## config.mk

```make
export PLATFORM = sky130hd
export DESIGN_NAME = ula_seq_flat
export DESIGN_NICKNAME = d
export VERILOG_FILES = /design/src/rtl/ula_if.sv /design/src/rtl/ula_seq.sv /design/src/flat_wrapper.sv
export SDC_FILE = /design/constraint.sdc
export NUM_CORES = 1
export LEC_CHECK = 0
export ABC_AREA = 1
export ABC_CLOCK_PERIOD_IN_PS = 5470
export BUFFER_PORTS_ARGS = -buffer_cell sky130_fd_sc_hd__clkbuf_2
export CELL_PAD_IN_SITES_DETAIL_PLACEMENT = 0
export CELL_PAD_IN_SITES_GLOBAL_PLACEMENT = 1
export CORE_MARGIN = 8
export CORE_UTILIZATION = 45
export DETAILED_ROUTE_END_ITERATION = 8
export GPL_TIMING_DRIVEN = 0
export MAX_ROUTING_LAYER = met4
export PLACE_DENSITY = 0.79
export SLEW_MARGIN = 20
export SYNTH_ARGS = -nofsm -noshare
export SYNTH_HDL_FRONTEND = slang
export SYNTH_SLANG_ARGS = --single-unit
```

## constraint.sdc

```tcl
create_clock -name clk -period 5.47 [get_ports clk]
set_input_delay 0.8205 -clock clk [delete_from_list [all_inputs] [get_ports clk]]
set_output_delay 0.8205 -clock clk [all_outputs]
set_load 0.03 [all_outputs]
```

## src/rtl/ula_if.sv

```systemverilog
// Handshake and result bundle between the register-file side and the sequential ALU.
interface ula_if #(
    parameter int WIDTH = 8
);
    logic             start;
    logic [3:0]       seletor;
    logic [WIDTH-1:0] A;
    logic [WIDTH-1:0] B;
    logic             cin;
    logic             busy;
    logic             done;
    logic [WIDTH-1:0] resultado;
    logic [WIDTH-1:0] resultado_hi;
    logic             Z;
    logic             N;
    logic             C;
    logic             V;
    logic             P_out;
    logic             G_out;

    modport master (
        output start, seletor, A, B, cin,
        input  busy, done, resultado, resultado_hi, Z, N, C, V, P_out, G_out
    );

    modport slave (
        input  start, seletor, A, B, cin,
        output busy, done, resultado, resultado_hi, Z, N, C, V, P_out, G_out
    );
endinterface

```

## src/rtl/ula_seq.sv

```systemverilog
// Sequential ALU: latches operands on start, runs single-cycle ops or a shift-add multiply,
// and holds registered result, flags and CLA group P/G until the next done.
module ula_seq #(
    parameter int WIDTH = 8,
    parameter int SHW   = $clog2(WIDTH)
) (
    input logic   clk,
    input logic   rst,
    ula_if.slave  bus
);
    localparam int CW = SHW + 1;

    localparam logic [1:0] S_IDLE = 2'd0;
    localparam logic [1:0] S_EXEC = 2'd1;
    localparam logic [1:0] S_MUL  = 2'd2;
    localparam logic [1:0] S_DONE = 2'd3;

    localparam logic [3:0] OP_AND  = 4'b0000;
    localparam logic [3:0] OP_OR   = 4'b0001;
    localparam logic [3:0] OP_NOT  = 4'b0010;
    localparam logic [3:0] OP_NAND = 4'b0011;
    localparam logic [3:0] OP_ADD  = 4'b0100;
    localparam logic [3:0] OP_SUB  = 4'b0101;
    localparam logic [3:0] OP_XOR  = 4'b0110;
    localparam logic [3:0] OP_SHL  = 4'b0111;
    localparam logic [3:0] OP_SHR  = 4'b1000;
    localparam logic [3:0] OP_SRA  = 4'b1001;
    localparam logic [3:0] OP_MUL  = 4'b1010;

    localparam logic [CW-1:0] CNT_LAST = CW'(WIDTH);

    // CLA group generate, rippled so the MSB term ends up outermost.
    function automatic logic group_gen(input logic [WIDTH-1:0] p, input logic [WIDTH-1:0] g);
        logic acc;
        acc = 1'b0;
        for (int i = 0; i < WIDTH; i++) begin
            acc = g[i] | (p[i] & acc);
        end
        return acc;
    endfunction

    logic [1:0]         state_r;
    logic [3:0]         op_r;
    logic [WIDTH-1:0]   a_r;
    logic [WIDTH-1:0]   b_r;
    logic               cin_r;
    logic [CW-1:0]      cnt_r;
    logic [2*WIDTH-1:0] acc_r;
    logic [2*WIDTH-1:0] mcand_r;
    logic [WIDTH-1:0]   mplier_r;
    logic               busy_r;
    logic               done_r;
    logic [WIDTH-1:0]   res_r;
    logic [WIDTH-1:0]   hi_r;
    logic               z_r, n_r, c_r, v_r, p_r, g_r;

    logic [WIDTH-1:0]   bop_s;
    logic               cin_eff_s;
    logic [WIDTH:0]     sum_s;
    logic [WIDTH-1:0]   prop_s;
    logic [WIDTH-1:0]   gen_s;
    logic               ovf_s;
    logic [SHW-1:0]     sh_s;
    logic [WIDTH:0]     shl_s;
    logic [WIDTH:0]     shr_s;
    logic [WIDTH:0]     sra_s;
    logic [WIDTH-1:0]   res_s;
    logic               c_s, v_s, p_s, g_s;

    // Subtraction reuses the adder as A + ~B + 1.
    assign bop_s     = (op_r == OP_SUB) ? ~b_r : b_r;
    assign cin_eff_s = (op_r == OP_SUB) ? 1'b1 : cin_r;
    assign sum_s     = {1'b0, a_r} + {1'b0, bop_s} + {{WIDTH{1'b0}}, cin_eff_s};
    assign prop_s    = a_r ^ bop_s;
    assign gen_s     = a_r & bop_s;
    assign ovf_s     = (a_r[WIDTH-1] == bop_s[WIDTH-1]) && (sum_s[WIDTH-1] != a_r[WIDTH-1]);
    assign sh_s      = b_r[SHW-1:0];
    // A guard bit beside the operand catches the last bit shifted out.
    assign shl_s     = {1'b0, a_r} << sh_s;
    assign shr_s     = {a_r, 1'b0} >> sh_s;
    assign sra_s     = $signed({a_r, 1'b0}) >>> sh_s;

    // Single-cycle result and flag selection from the latched operands.
    always_comb begin
        res_s = {WIDTH{1'b0}};
        c_s   = 1'b0;
        v_s   = 1'b0;
        p_s   = 1'b0;
        g_s   = 1'b0;
        case (op_r)
            OP_AND:  res_s = a_r & b_r;
            OP_OR:   res_s = a_r | b_r;
            OP_NOT:  res_s = ~a_r;
            OP_NAND: res_s = ~(a_r & b_r);
            OP_XOR:  res_s = a_r ^ b_r;
            OP_ADD, OP_SUB: begin
                res_s = sum_s[WIDTH-1:0];
                c_s   = sum_s[WIDTH];
                v_s   = ovf_s;
                p_s   = &prop_s;
                g_s   = group_gen(prop_s, gen_s);
            end
            OP_SHL: begin
                res_s = shl_s[WIDTH-1:0];
                c_s   = shl_s[WIDTH];
            end
            OP_SHR: begin
                res_s = shr_s[WIDTH:1];
                c_s   = shr_s[0];
            end
            OP_SRA: begin
                res_s = sra_s[WIDTH:1];
                c_s   = sra_s[0];
            end
            default: res_s = {WIDTH{1'b0}};
        endcase
    end

    // Control FSM, operand latch, multiply datapath and registered outputs.
    always_ff @(posedge clk) begin
        if (rst) begin
            state_r  <= S_IDLE;
            op_r     <= 4'b0000;
            a_r      <= {WIDTH{1'b0}};
            b_r      <= {WIDTH{1'b0}};
            cin_r    <= 1'b0;
            cnt_r    <= {CW{1'b0}};
            acc_r    <= {(2*WIDTH){1'b0}};
            mcand_r  <= {(2*WIDTH){1'b0}};
            mplier_r <= {WIDTH{1'b0}};
            busy_r   <= 1'b0;
            done_r   <= 1'b0;
            res_r    <= {WIDTH{1'b0}};
            hi_r     <= {WIDTH{1'b0}};
            z_r      <= 1'b0;
            n_r      <= 1'b0;
            c_r      <= 1'b0;
            v_r      <= 1'b0;
            p_r      <= 1'b0;
            g_r      <= 1'b0;
        end else begin
            case (state_r)
                S_IDLE: begin
                    done_r <= 1'b0;
                    if (bus.start) begin
                        op_r     <= bus.seletor;
                        a_r      <= bus.A;
                        b_r      <= bus.B;
                        cin_r    <= bus.cin;
                        busy_r   <= 1'b1;
                        cnt_r    <= {CW{1'b0}};
                        acc_r    <= {(2*WIDTH){1'b0}};
                        mcand_r  <= {{WIDTH{1'b0}}, bus.A};
                        mplier_r <= bus.B;
                        state_r  <= (bus.seletor == OP_MUL) ? S_MUL : S_EXEC;
                    end else begin
                        busy_r <= 1'b0;
                    end
                end
                S_EXEC: begin
                    res_r   <= res_s;
                    hi_r    <= {WIDTH{1'b0}};
                    z_r     <= (res_s == {WIDTH{1'b0}});
                    n_r     <= res_s[WIDTH-1];
                    c_r     <= c_s;
                    v_r     <= v_s;
                    p_r     <= p_s;
                    g_r     <= g_s;
                    done_r  <= 1'b1;
                    state_r <= S_DONE;
                end
                S_MUL: begin
                    // WIDTH accumulate steps, then one cycle to publish the product.
                    if (cnt_r == CNT_LAST) begin
                        res_r   <= acc_r[WIDTH-1:0];
                        hi_r    <= acc_r[2*WIDTH-1:WIDTH];
                        z_r     <= (acc_r == {(2*WIDTH){1'b0}});
                        n_r     <= acc_r[WIDTH-1];
                        c_r     <= |acc_r[2*WIDTH-1:WIDTH];
                        v_r     <= 1'b0;
                        p_r     <= 1'b0;
                        g_r     <= 1'b0;
                        done_r  <= 1'b1;
                        state_r <= S_DONE;
                    end else begin
                        if (mplier_r[0]) begin
                            acc_r <= acc_r + mcand_r;
                        end else begin
                            acc_r <= acc_r;
                        end
                        mcand_r  <= {mcand_r[2*WIDTH-2:0], 1'b0};
                        mplier_r <= {1'b0, mplier_r[WIDTH-1:1]};
                        cnt_r    <= cnt_r + {{(CW-1){1'b0}}, 1'b1};
                    end
                end
                S_DONE: begin
                    done_r  <= 1'b0;
                    busy_r  <= 1'b0;
                    state_r <= S_IDLE;
                end
                default: begin
                    done_r  <= 1'b0;
                    busy_r  <= 1'b0;
                    state_r <= S_IDLE;
                end
            endcase
        end
    end

    assign bus.busy         = busy_r;
    assign bus.done         = done_r;
    assign bus.resultado    = res_r;
    assign bus.resultado_hi = hi_r;
    assign bus.Z            = z_r;
    assign bus.N            = n_r;
    assign bus.C            = c_r;
    assign bus.V            = v_r;
    assign bus.P_out        = p_r;
    assign bus.G_out        = g_r;
endmodule
```

## src/flat_wrapper.sv

```systemverilog
// flat-port wrapper written by rule: the top's interface ports become plain ports
module ula_seq_flat 
#(
    parameter int WIDTH = 8,
    parameter int SHW   = $clog2(WIDTH)
)
  (clk, rst, bus_start, bus_seletor, bus_A, bus_B, bus_cin, bus_busy, bus_done, bus_resultado, bus_resultado_hi, bus_Z, bus_N, bus_C, bus_V, bus_P_out, bus_G_out);
  ula_if #(.WIDTH(WIDTH)) bus_i ();
  input logic clk;
  input logic rst;
  input wire logic [$bits(bus_i.start)-1:0] bus_start;
  input wire logic [$bits(bus_i.seletor)-1:0] bus_seletor;
  input wire logic [$bits(bus_i.A)-1:0] bus_A;
  input wire logic [$bits(bus_i.B)-1:0] bus_B;
  input wire logic [$bits(bus_i.cin)-1:0] bus_cin;
  output wire logic [$bits(bus_i.busy)-1:0] bus_busy;
  output wire logic [$bits(bus_i.done)-1:0] bus_done;
  output wire logic [$bits(bus_i.resultado)-1:0] bus_resultado;
  output wire logic [$bits(bus_i.resultado_hi)-1:0] bus_resultado_hi;
  output wire logic [$bits(bus_i.Z)-1:0] bus_Z;
  output wire logic [$bits(bus_i.N)-1:0] bus_N;
  output wire logic [$bits(bus_i.C)-1:0] bus_C;
  output wire logic [$bits(bus_i.V)-1:0] bus_V;
  output wire logic [$bits(bus_i.P_out)-1:0] bus_P_out;
  output wire logic [$bits(bus_i.G_out)-1:0] bus_G_out;
  assign bus_i.start = bus_start;
  assign bus_i.seletor = bus_seletor;
  assign bus_i.A = bus_A;
  assign bus_i.B = bus_B;
  assign bus_i.cin = bus_cin;
  assign bus_busy = bus_i.busy;
  assign bus_done = bus_i.done;
  assign bus_resultado = bus_i.resultado;
  assign bus_resultado_hi = bus_i.resultado_hi;
  assign bus_Z = bus_i.Z;
  assign bus_N = bus_i.N;
  assign bus_C = bus_i.C;
  assign bus_V = bus_i.V;
  assign bus_P_out = bus_i.P_out;
  assign bus_G_out = bus_i.G_out;
  ula_seq #(.WIDTH(WIDTH), .SHW(SHW)) u_core (.clk(clk), .rst(rst), .bus(bus_i));
endmodule
```

==> flow_metrics.py <==
metrics = {
    "run_status": {
        "outcome": "finished, final reports clean",
    },
    "synth": {
        "synth_nets": 995,
        "yosys_warnings": 0,
        "yosysTopAreaCellShare": 0.299,
        "async_flop_share": 0,
        "synth_flop_cell": "dfxtp_1",
        "synth_area_leaders": "dfxtp_1 (30%), nand2_1 (14%), ha_1 (9.3%)",
        "synth.avg_cell_area_sq_um": 6.54,
        "yosys.area.top_type": "dfxtp_1",
        "synthMostInstantiatedCell": "nand2_1",
        "ys_seq_elements": 90,
        "netlist_instances": 923,
        "synth_edf_count": 0,
        "synth_commonest_cells": "nand2_1 (219), nand3_1 (109), a21oi_1 (104)",
        "ys_seq_area_frac": 0.299,
        "syn_area_sq_mm": 0.00603,
        "synthDistinctLibCells": 37,
    },
    "critical_path": {
        "r2r_cells": 17,
        "endpoint_kind": "flop",
        "startpoint_type": "flop",
        "critPathArrivalTime_ns": 3.90,
        "reg2reg_from": "u_core.op_r[1]$_SDFFE_PP0P_",
        "crit_start": "u_core.op_r[1]$_SDFFE_PP0P_",
        "cp_max_fo": 9,
        "critPathRequiredTime_ns": 5.75,
        "worstSetupPathType": "reg -> reg",
    },
    "floorplan": {
        "dieArea_sq_mm": 0.0174,
        "ioPinCount": 48,
        "die_x_um": 132,
        "core_sq_mm": 0.0132,
        "initial_core_util": 0.457,
        "die_h_um": 132,
        "rows": 42,
    },
    "timing": {
        "finalHoldViolCount": 0,
        "clock.fmax_ghz": 0.276,
        "slew_violations": 0,
        "hold-worst-slack_ns": 0.462,
        "fin_crit_ns": 3.62,
        "timing.final.crit_share": 0.661,
        "fin_skew_ns": 0.00924,
        "tns_ns": 0,
        "worst_pin_slew_ns": 0.665,
        "setup_viol": 0,
        "grt_setup_unrepaired": "no",
        "slew-limit-headroom": 0.557,
    },
    "routing": {
        "num_vias": 6461,
        "ant_nets": 0,
        "viasPerCell": 5.57,
        "first_iter_violations": 504,
        "dr.pass1.iters": 5,
        "drcViolationCount": 0,
        "wire_per_inst_um": 17.5,
        "routed_wirelength_um": 20300,
    },
    "placed_design": {
        "dp_hpwl_um": 16200,
        "gp_congestion": 0.969,
        "port_buffers": 47,
    },
    "finish": {
        "area_delta_synth_final_pct": 12.2,
        "nets": 1053,
        "fillers": 1379,
        "drive_above_1_share": 0.0915,
        "diodes": 0,
        "final_core_util": 0.513,
    },
    "power_and_ir_drop": {
        "total_power_w": 0.00317,
        "power_density_mw_per_mm2": 469,
        "ir_worst_vdd_v": 0.000238,
        "p_leak_nw": 3.17,
    },
    "job": {
        "drv_cap": 0,
    },
    "grt": {
        "grt_max_degree": 14,
        "grt_pass1_vias": 6440,
        "grt.overflow.total": 0,
        "grt_pass1_wl_um": 32900,
        "gr-usage-all-layers": 0.241,
        "antenna_found_initial": 0,
    },
    "min_path": {
        "hold_path_depth": 2,
        "hold_path_startpoint": "u_core.bus.resultado_hi[3]$_SDFFE_PP0P_",
        "hp-class": "reg -> reg",
    },
    "clock_network": {
        "clockBufferDepth": 2,
        "cts_setup_buffers": 0,
        "cts_tree": "done",
        "clock-sinks": 90,
        "clkLatencyLatePin_ns": 0.35,
        "numCtsBuffers": 9,
        "clock-root-buffer": "clkbuf_16",
        "clk_pin_slew_ns": 0.06,
        "cts_max_level": 3,
        "ctsHoldBuffers": 0,
        "cts_resized": 0,
    },
}
report_power, final:
group	leakage, nW	total, W	internal (W)	switching [W]
combinational	2.30	0.00163	0.000485	0.00115
clock	0.137	0.000586	0.000339	0.000247
sequential	0.735	0.000953	0.000801	0.000152
total	3.17	0.00317	0.00163	0.00155
metal layers:
metal,share of wire,track usage
met1,0.41,0.264
met2,0.49,0.414
met3,0.045,0.0301
met4,0.049,0.142
met5,0,-
cell type report:
cell class / instances / area [sq um] / share of cell area
Timing Repair Buffer: 47 / 235 / 0.0348
Multi-Input combinational cell: 703 / 3710 / 0.549
Clock buffer: 12 / 267 / 0.0394
Sequential cell: 90 / 1800 / 0.266
Buffer: 40 / 178 / 0.0263
Tap cell: 176 / 220 / 0.0325
Inverter: 90 / 338 / 0.0499
Clock inverter: 2 / 12.5 / 0.00185
sequential cells by signal, summed over array words and instances, names as in the netlist, 2 cells and up:
name / cells
u_core.mcand_r: 16
u_core.bus.resultado: 8
u_core.acc_r: 16
u_core.mplier_r: 8
u_core.cnt_r: 4
u_core.state_r: 2
u_core.b_r: 8
u_core.a_r: 8
u_core.bus.resultado_hi: 8
u_core.op_r: 4
per-stage QoR:
| step | cell area [sq um] | instances | worst slack, ns |
|---|---|---|---|
| 2_1_floorplan | 6030 | 923 | 2.70 |
| 3_3_place_gp | 6490 | 1146 | 1.89 |
| 3_5_place_dp | 6490 | 1146 | 1.87 |
| 4_1_cts | 6770 | 1160 | 1.80 |
| 5_1_grt | 6770 | 1160 | 1.58 |
| 6_report | 6770 | 1160 | 1.85 |
cells by family (layout without fill, tap and decap cells):
family                     after synthesis  count (layout)  synth area share
xor gates and xnor gates                14              14            0.0203
DFF                                     90              90             0.299
AOI/OAI and AO/OA                      211             211             0.186
buffers and inverters                  130             191            0.0855
adders and majority gates               48              48             0.103
and+or+nand+nor                        430             430             0.306
worst max-delay path, stage by stage, from the launching register on:
cell	delay [ns]
dfxtp_1	0.35
inv_1	0.16
nand2_1	0.11
nor2_2	0.48
xor2_1	0.30
fa_1	0.22
inv_1	0.08
fa_1	0.45
xor2_1	0.19
nand2_1	0.09
nand3_1	0.07
nor2_1	0.20
nand2_1	0.12
nor2_1	0.24
nand2_1	0.09
nor2_1	0.13
nand4_1	0.13
a21oi_1	0.15
worst paths after layout:
kind / slack, ns / end
worst min-delay path: 0.46 / u_core.bus.resultado_hi[3]$_SDFFE_PP0P_
worst max register to register: 1.85 / u_core.bus.Z$_SDFFE_PP0P_
worst min register to register: 0.46 / u_core.bus.resultado_hi[3]$_SDFFE_PP0P_
worst max-delay path: 1.85 / u_core.bus.Z$_SDFFE_PP0P_
layout by cell type, fill, tap and decap left out, drive strengths merged:
| cell type | Yosys | routed |
|---|---|---|
| nand2 | 223 | 223 |
| nand3 | 109 | 109 |
| a21oi | 104 | 104 |
| dfxtp | 90 | 90 |
| inv | 90 | 90 |
| clkbuf | 25 | 84 |
| o21ai | 76 | 76 |
| nor2 | 73 | 73 |
| ha | 45 | 45 |
| a31oi | 17 | 17 |
| buf | 15 | 15 |
| xor2 | 13 | 13 |
| nand4 | 11 | 11 |
| nand3b | 4 | 4 |
| nor4 | 4 | 4 |
| nor3 | 4 | 4 |
| fa | 3 | 3 |
| o211a | 2 | 2 |
| a211oi | 2 | 2 |
| a21o | 2 | 2 |
| a21boi | 2 | 2 |
| o211ai | 2 | 2 |
| or2 | 1 | 1 |
| and2 | 1 | 1 |
| a41oi | 1 | 1 |
| o21a | 1 | 1 |
| o21bai | 1 | 1 |
| xnor2 | 1 | 1 |
| o22ai | 1 | 1 |
| clkinvlp | 0 | 1 |
| clkinv | 0 | 1 |
(Power assumes the default switching activity.)
